--- config.mk ---
export PLATFORM = sky130hd
export DESIGN_NAME = clk_mode_sequencer
export DESIGN_NICKNAME = d
export VERILOG_FILES = /design/src/rtl/clk_mode_pkg.sv /design/src/rtl/clk_mode_sequencer.sv
export SDC_FILE = /design/constraint.sdc
export NUM_CORES = 1
export LEC_CHECK = 0
export CORE_MARGIN = 2
export CORE_UTILIZATION = 40
export CTS_CLUSTER_SIZE = 25
export DETAILED_ROUTE_END_ITERATION = 10
export GPL_TIMING_DRIVEN = 0
export PLACE_DENSITY_LB_ADDON = 0.15
export SLEW_MARGIN = 25
export SYNTH_ARGS = -nofsm -noshare
export SYNTH_HDL_FRONTEND = slang
export SYNTH_SLANG_ARGS = --single-unit
--- constraint.sdc ---
create_clock -name sys_clk -period 2.77 [get_ports sys_clk]
set_clock_uncertainty 0.05 [all_clocks]
set_input_delay 0.6925 -clock sys_clk [delete_from_list [all_inputs] [get_ports sys_clk]]
set_output_delay 0.6925 -clock sys_clk [all_outputs]
set_load 0.01 [all_outputs]
--- src/rtl/clk_mode_pkg.sv ---
// Shared types for the powersave clock-mode sequencer.
// State encoding plus the default counter-width helper.
package clk_mode_pkg;

  typedef enum logic [2:0] {
    S_LOCK,
    S_RUN,
    S_DRAIN,
    S_SWITCH,
    S_SETTLE
  } state_t;

  function automatic int cnt_w_calc(
    input int a,
    input int b,
    input int c
  );
    int m;
    m = (a > b) ? a : b;
    m = (m > c) ? m : c;
    return $clog2(m + 1);
  endfunction

endpackage

--- src/rtl/clk_mode_sequencer.sv ---
// Sequences the 2x clock powersave mux: quiesce, gate, flip, settle, ungate.
// Optional drain watchdog enabled by defining CLK_MODE_TIMEOUT_EN.
module clk_mode_sequencer
  import clk_mode_pkg::*;
#(
  parameter int LOCK_CYCLES    = 256,
  parameter int SETTLE_CYCLES  = 16,
  parameter int TIMEOUT_CYCLES = 1024,
  parameter int CNT_W          = cnt_w_calc(
    LOCK_CYCLES, SETTLE_CYCLES, TIMEOUT_CYCLES)
) (
  input  logic sys_clk,
  input  logic sys_rst,
  input  logic ps_req,
  input  logic test_mode,
  input  logic quiesce_ack,
  output logic quiesce_req,
  output logic clk_en,
  output logic powersave,
  output logic ps_ack,
  output logic busy,
  output logic timeout_err
);

  localparam logic [CNT_W-1:0] LOCK_LAST =
    CNT_W'(LOCK_CYCLES - 1);
  localparam logic [CNT_W-1:0] SETTLE_LAST =
    CNT_W'(SETTLE_CYCLES - 1);

  state_t           state, state_n;
  logic [CNT_W-1:0] cnt, cnt_n, cnt_inc;
  logic             qreq_n, clk_en_n, ps_n;
  logic             ack_n, busy_n;
  logic             target, target_n;
  logic             armed;

`ifdef CLK_MODE_TIMEOUT_EN
  localparam logic [CNT_W-1:0] TO_LAST =
    CNT_W'(TIMEOUT_CYCLES - 1);
  logic terr_q, terr_n, armed_n;
  assign timeout_err = terr_q;
`else
  assign armed       = 1'b1;
  assign timeout_err = 1'b0;
`endif

  // Saturating increment; the counter never wraps.
  assign cnt_inc = (cnt == '1) ? cnt : cnt + 1'b1;

  always_comb begin
    state_n  = state;
    cnt_n    = cnt;
    qreq_n   = quiesce_req;
    clk_en_n = clk_en;
    ps_n     = powersave;
    ack_n    = 1'b0;
    target_n = target;
`ifdef CLK_MODE_TIMEOUT_EN
    terr_n   = terr_q;
    armed_n  = armed | (ps_req == powersave);
`endif
    unique case (state)
      S_LOCK: begin
        cnt_n = cnt_inc;
        if (cnt == LOCK_LAST) begin
          clk_en_n = 1'b1;
          state_n  = S_RUN;
        end
      end
      S_RUN: begin
        if (ps_req != powersave && !test_mode
            && armed) begin
          target_n = ps_req;
          qreq_n   = 1'b1;
          cnt_n    = '0;
          state_n  = S_DRAIN;
        end
      end
      S_DRAIN: begin
        cnt_n = cnt_inc;
        if (quiesce_ack) begin
          clk_en_n = 1'b0;
          state_n  = S_SWITCH;
        end
`ifdef CLK_MODE_TIMEOUT_EN
        else if (cnt == TO_LAST) begin
          // Give up; stay disarmed until the request matches again.
          qreq_n  = 1'b0;
          terr_n  = 1'b1;
          armed_n = 1'b0;
          state_n = S_RUN;
        end
`endif
      end
      S_SWITCH: begin
        ps_n    = target;
        cnt_n   = '0;
        state_n = S_SETTLE;
      end
      S_SETTLE: begin
        cnt_n = cnt_inc;
        if (cnt == SETTLE_LAST) begin
          clk_en_n = 1'b1;
          qreq_n   = 1'b0;
          ack_n    = 1'b1;
          state_n  = S_RUN;
        end
      end
      default: state_n = S_LOCK;
    endcase
    busy_n = (state_n != S_RUN);
  end

  always_ff @(posedge sys_clk) begin
    if (sys_rst) begin
      state       <= S_LOCK;
      cnt         <= '0;
      quiesce_req <= 1'b0;
      clk_en      <= 1'b0;
      powersave   <= 1'b0;
      ps_ack      <= 1'b0;
      busy        <= 1'b1;
      target      <= 1'b0;
`ifdef CLK_MODE_TIMEOUT_EN
      terr_q      <= 1'b0;
      armed       <= 1'b1;
`endif
    end else begin
      state       <= state_n;
      cnt         <= cnt_n;
      quiesce_req <= qreq_n;
      clk_en      <= clk_en_n;
      powersave   <= ps_n;
      ps_ack      <= ack_n;
      busy        <= busy_n;
      target      <= target_n;
`ifdef CLK_MODE_TIMEOUT_EN
      terr_q      <= terr_n;
      armed       <= armed_n;
`endif
    end
  end

endmodule

# Yosys cells after proc, flatten, opt, wreduce, memory -nomap -nowiden
# Index checks and enable logic that the tools add are counted.
# totals
ff_bits	20
inputBits	5
output_inout_bits	6
word_cells	52
# classes
add_sub_neg	1
n_eq_ne	14
mux	16
bitwise	1
reduce_logical	12
# op_table
cell	count
$pmux 11 s3	1
$mux 11	2
$pmux 3 s5	1
$mux 3	4
$add 11x1->11 const B	1
$eq 11x11->1 const B	1
$eq 11x4->1 const B	1
$eq 11x8->1 const B	1
$ne 2x2->1 const B	5
$eq 3x2->1 const B	2
$mux 1	6
$reduce_and 3->1	2
$reduce_bool 3->1	2
$reduce_and 4->1	1
$eq 3x1->1 const B	1
$eq 3x3->1 const B	1
$logic_not 3->1	1
$ne 3x1->1 const B	1
$pmux 1 s3	1
$reduce_or 3->1	1
$pmux 1 s2	1
$reduce_and 2->1	1
$reduce_bool 2->1	1
$reduce_or 2->1	1
4 further kinds	4

# Longest topological paths before layout
# logic_depth
ltp_word	5
depth_mapped	7

# Worst setup path after synthesis
# OpenSTA, ideal clock, no wires.
# synth_timing
kind	input to register
startpoint	in ps_req
endpoint	reg cnt[7]
arrival_ns	2.175
t_required_ns	2.649
setup_slack_ns	0.475
cell_stages	7
n_path_buf	2
cell_sequence	xnor2_1 -> o31a_1 -> buf_6 -> or2_1 -> buf_6 -> or4_1 -> a21oi_1
# synth_between
elab_chain_cells	4
# synth_lines
item	line	text
start: declaration	clk_mode_sequencer.sv:14	input logic ps_req,
$ne 1x1->1	clk_mode_sequencer.sv:71	if (ps_req != powersave && !test_mode
$logic_and 1x1->1	clk_mode_sequencer.sv:71	
$ne 2x2->1 (no line)	-	
$reduce_and 3->1 (no line)	-	
end signal: assignment	clk_mode_sequencer.sv:130	cnt <= cnt_n;
end: declaration	clk_mode_sequencer.sv:31	logic [CNT_W-1:0] cnt, cnt_n, cnt_inc;
# Every way passes these cells.
# A chain may end at the register's enable or synchronous reset.

# Worst setup path in the final report
# Same ends and word-level chain as after synthesis.

==> qor.yml <==
timing:
  fin_hold_ws_ns: 0.4217
  rsz0062_at_grt: "false"
  setup_slack_ns: 0.2075
  setup_viol: 0
  drv_slew: 0
  tightest_slew_ns: 0.6570
  slew_headroom: 0.5583
  hold_viol_final: 0
  fin_crit_sh: 0.9251
  fmax_mhz: 390.2
  finalCriticalPeriod_ns: 2.562
clock_tree:
  cts_buffers: 3
  h-tree-depth: 1
  insertion_delay_ns: 0.29
  clock-root-buffer: "clkbuf_4"
  cts_resized: 0
  cts.clk_slew.worst_paths_ns: 0.10
  cts.sinks: 20
  cts_setup_buffers: 0
  cts_hold_buf: 0
  cts_tree: "yes"
  clockBufferDepth: 2
layout:
  num_antenna_cells: 0
  drive_gt1_frac: 0.08397
  layout.cells.non_filler: 161
  syn2layout_area_growth_pct: 14.98
  nNetsFinal: 139
  final_util: 0.4738
logic_synthesis:
  synthesis.nets: 125
  synthTopCellsByCount: "20 x dfxtp_1, 17 x nor2_1, 9 x nand3_1"
  synth_ff_type: "dfxtp_1"
  synth.cell_area_mm2: 0.001002
  ys_top_cells_by_area: "dfxtp_1 40%, nor2_1 6.4%, xnor2_1 6.1%, nand3_1 4.5%, a21oi_1 3.5%"
  syn_area_per_cell_um2: 8.422
  ys_seq_elements: 20
  synth_largest_area_cell: "dfxtp_1"
  synthArstFlopShare: 0
  syn_inst: 119
  yosys_warnings: 0
  synth_seq_area_share: 0.3995
  yosysMostFrequentCell: "dfxtp_1"
  synth_cell_types: 36
  synth_edf_count: 0
  synth_top_area_share: 0.3995
worst_setup_path:
  critPathLaunch: "ps_req"
  cp.required_ns: 2.94
  arrival_ns: 2.73
  critPathKind: "in -> reg"
  r2r_start: "cnt[4]$_SDFFE_PP0P_"
  worstSetupEndpoint: "cnt[7]$_SDFFE_PP0P_"
  r2r-end: "cnt[1]$_SDFFE_PP0P_"
  start_kind: "input pin"
  r2r_cells: 7
  worst-r2r-setup-slack_ns: 0.64
  cp-end-kind: "flip-flop"
  crit_fanout: 9
drt:
  first_iter_violations: 6
  viasPerCell: 5.143
  drtAntennaViolNets: 0
  wl_um: 1908
  vias: 828
  drt_first_pass_iters: 4
  drc: 0
  wire_per_inst_um: 11.85
die:
  core_mm2: 0.002432
  fp-row-count: 18
  design.portCount: 11
  die_h_um: 54.06
  initial_core_util: 0.4120
  die_area_mm2: 0.002922
  die_w_um: 54.06
global_routing:
  grt_first_pass_wirelength_um: 3098
  track_usage: 0.1481
  antenna_found_initial: 0
  grt_overflow: 0
  grt_pass1_vias: 769
  grt_max_degree: 11
power_and_ir_drop:
  power_w: 0.0004553
  p_per_area_mw_per_mm2: 395.1
  vdd_drop_max_mv: 0.2186
  leakage_nw: 0.3826
placement:
  dpl.hpwl_um: 1467
  gp_congestion: 0.7670
  post-place-cells: 158
  port_buffers: 9
  pre_cts_slack_ns: -0.08102
hold_path:
  hold_class: "reg -> reg"
run_status:
  status: "completed"
run:
  maxCapViolations: 0
-- metrics by stage --
step	TNS, ns	area [um2]
3_3_place_gp	-0.09526	1130
3_5_place_dp	-0.1146	1130
6_report	0	1152
2_1_floorplan	0	1002
4_1_cts	0	1152
5_1_grt	0	1152
-- worst max-delay path, stage by stage --
cell	delay [ns]
clkdlybuf4s50_1	0.44
xnor2_1	0.18
o31a_1	0.27
buf_6	0.14
or2_1	0.23
buf_6	0.13
or4_1	0.50
a21oi_1	0.15
-- power breakdown --
| group | leakage, nW | internal, W | switching [W] |
|---|---|---|---|
| logic | 0.207 | 0.0000144 | 0.0000140 |
| clock network | 0.0138 | 0.0000505 | 0.0000807 |
| registers | 0.162 | 0.000291 | 0.00000430 |
| total | 0.383 | 0.000356 | 0.0000990 |
-- cell usage in the layout (no fill, tap or decap), types with 2 or more instances in the layout --
| cell type | Yosys | routed |
|---|---|---|
| dfxtp_1 | 20 | 20 |
| xnor2_1 | 7 | 7 |
| nand4_1 | 4 | 4 |
| clkbuf_1 | 5 | 5 |
| nor2_1 | 17 | 17 |
| buf_4 | 2 | 2 |
| nand2_1 | 6 | 6 |
| nor3_1 | 4 | 4 |
| clkbuf_4 | 0 | 3 |
| clkdlybuf4s50_1 | 0 | 9 |
| a21oi_1 | 7 | 7 |
| or4_1 | 3 | 3 |
| o31a_1 | 2 | 2 |
| nand3_1 | 9 | 9 |
| nor4_1 | 3 | 3 |
| nor4b_1 | 2 | 2 |
| o21ai_0 | 2 | 2 |
| mux2i_1 | 2 | 2 |
| buf_6 | 2 | 2 |
| o31ai_1 | 2 | 2 |
| nand2b_1 | 2 | 2 |
| inv_1 | 2 | 2 |
-- cell type report --
type | count | area, um2
sequential | 20 | 400.4
clock buffer | 3 | 22.52
fill | 257 | 1280
buffer | 9 | 56.30
timing repair buffer | 9 | 90.09
inverter | 2 | 7.507
tap | 30 | 37.54
multi-input combinational | 88 | 538.0
-- registers in the layout (all words and copies together), names as in the netlist --
name and flops:
ps_ack 1, cnt 11, state 3, target 1, powersave 1, busy 1
clk_en 1, quiesce_req 1
-- worst min-delay path by stage --
stage                   startpoint                endpoint  slack (ns)  cells past startpoint
2_1_floorplan  target$_SDFFE_PP0P_  powersave$_SDFFE_PP0P_        0.39                      2
3_3_place_gp   target$_SDFFE_PP0P_  powersave$_SDFFE_PP0P_        0.41                      2
3_5_place_dp   target$_SDFFE_PP0P_  powersave$_SDFFE_PP0P_        0.41                      2
4_1_cts        target$_SDFFE_PP0P_  powersave$_SDFFE_PP0P_        0.43                      2
5_1_grt        target$_SDFFE_PP0P_  powersave$_SDFFE_PP0P_        0.45                      2
6_report       target$_SDFFE_PP0P_  powersave$_SDFFE_PP0P_        0.42                      2
-- cells by family after synthesis --
kind of cell    Yosys count  share of synthesized area
compound gates           18                     0.1174
buf+inv                  11                    0.06367
xor+xnor                  7                    0.06117
flops                    20                     0.3995
simple gates             58                     0.3109
fa+ha+maj                 1                    0.01248
other cells               1                   0.003742
mux                       3                    0.03121
-- routing by layer --
layer | share of wire | up-vias | global-route usage
li1 | - | 446 | -
met1 | 0.51 | 373 | 0.1681
met2 | 0.47 | 7 | 0.2642
met3 | 0.021 | 2 | 0.02500
met4 | 0.0068 | 0 | 0.07500
met5 | 0 | - | 0
Note: power is estimated with default switching activity, not from simulation.
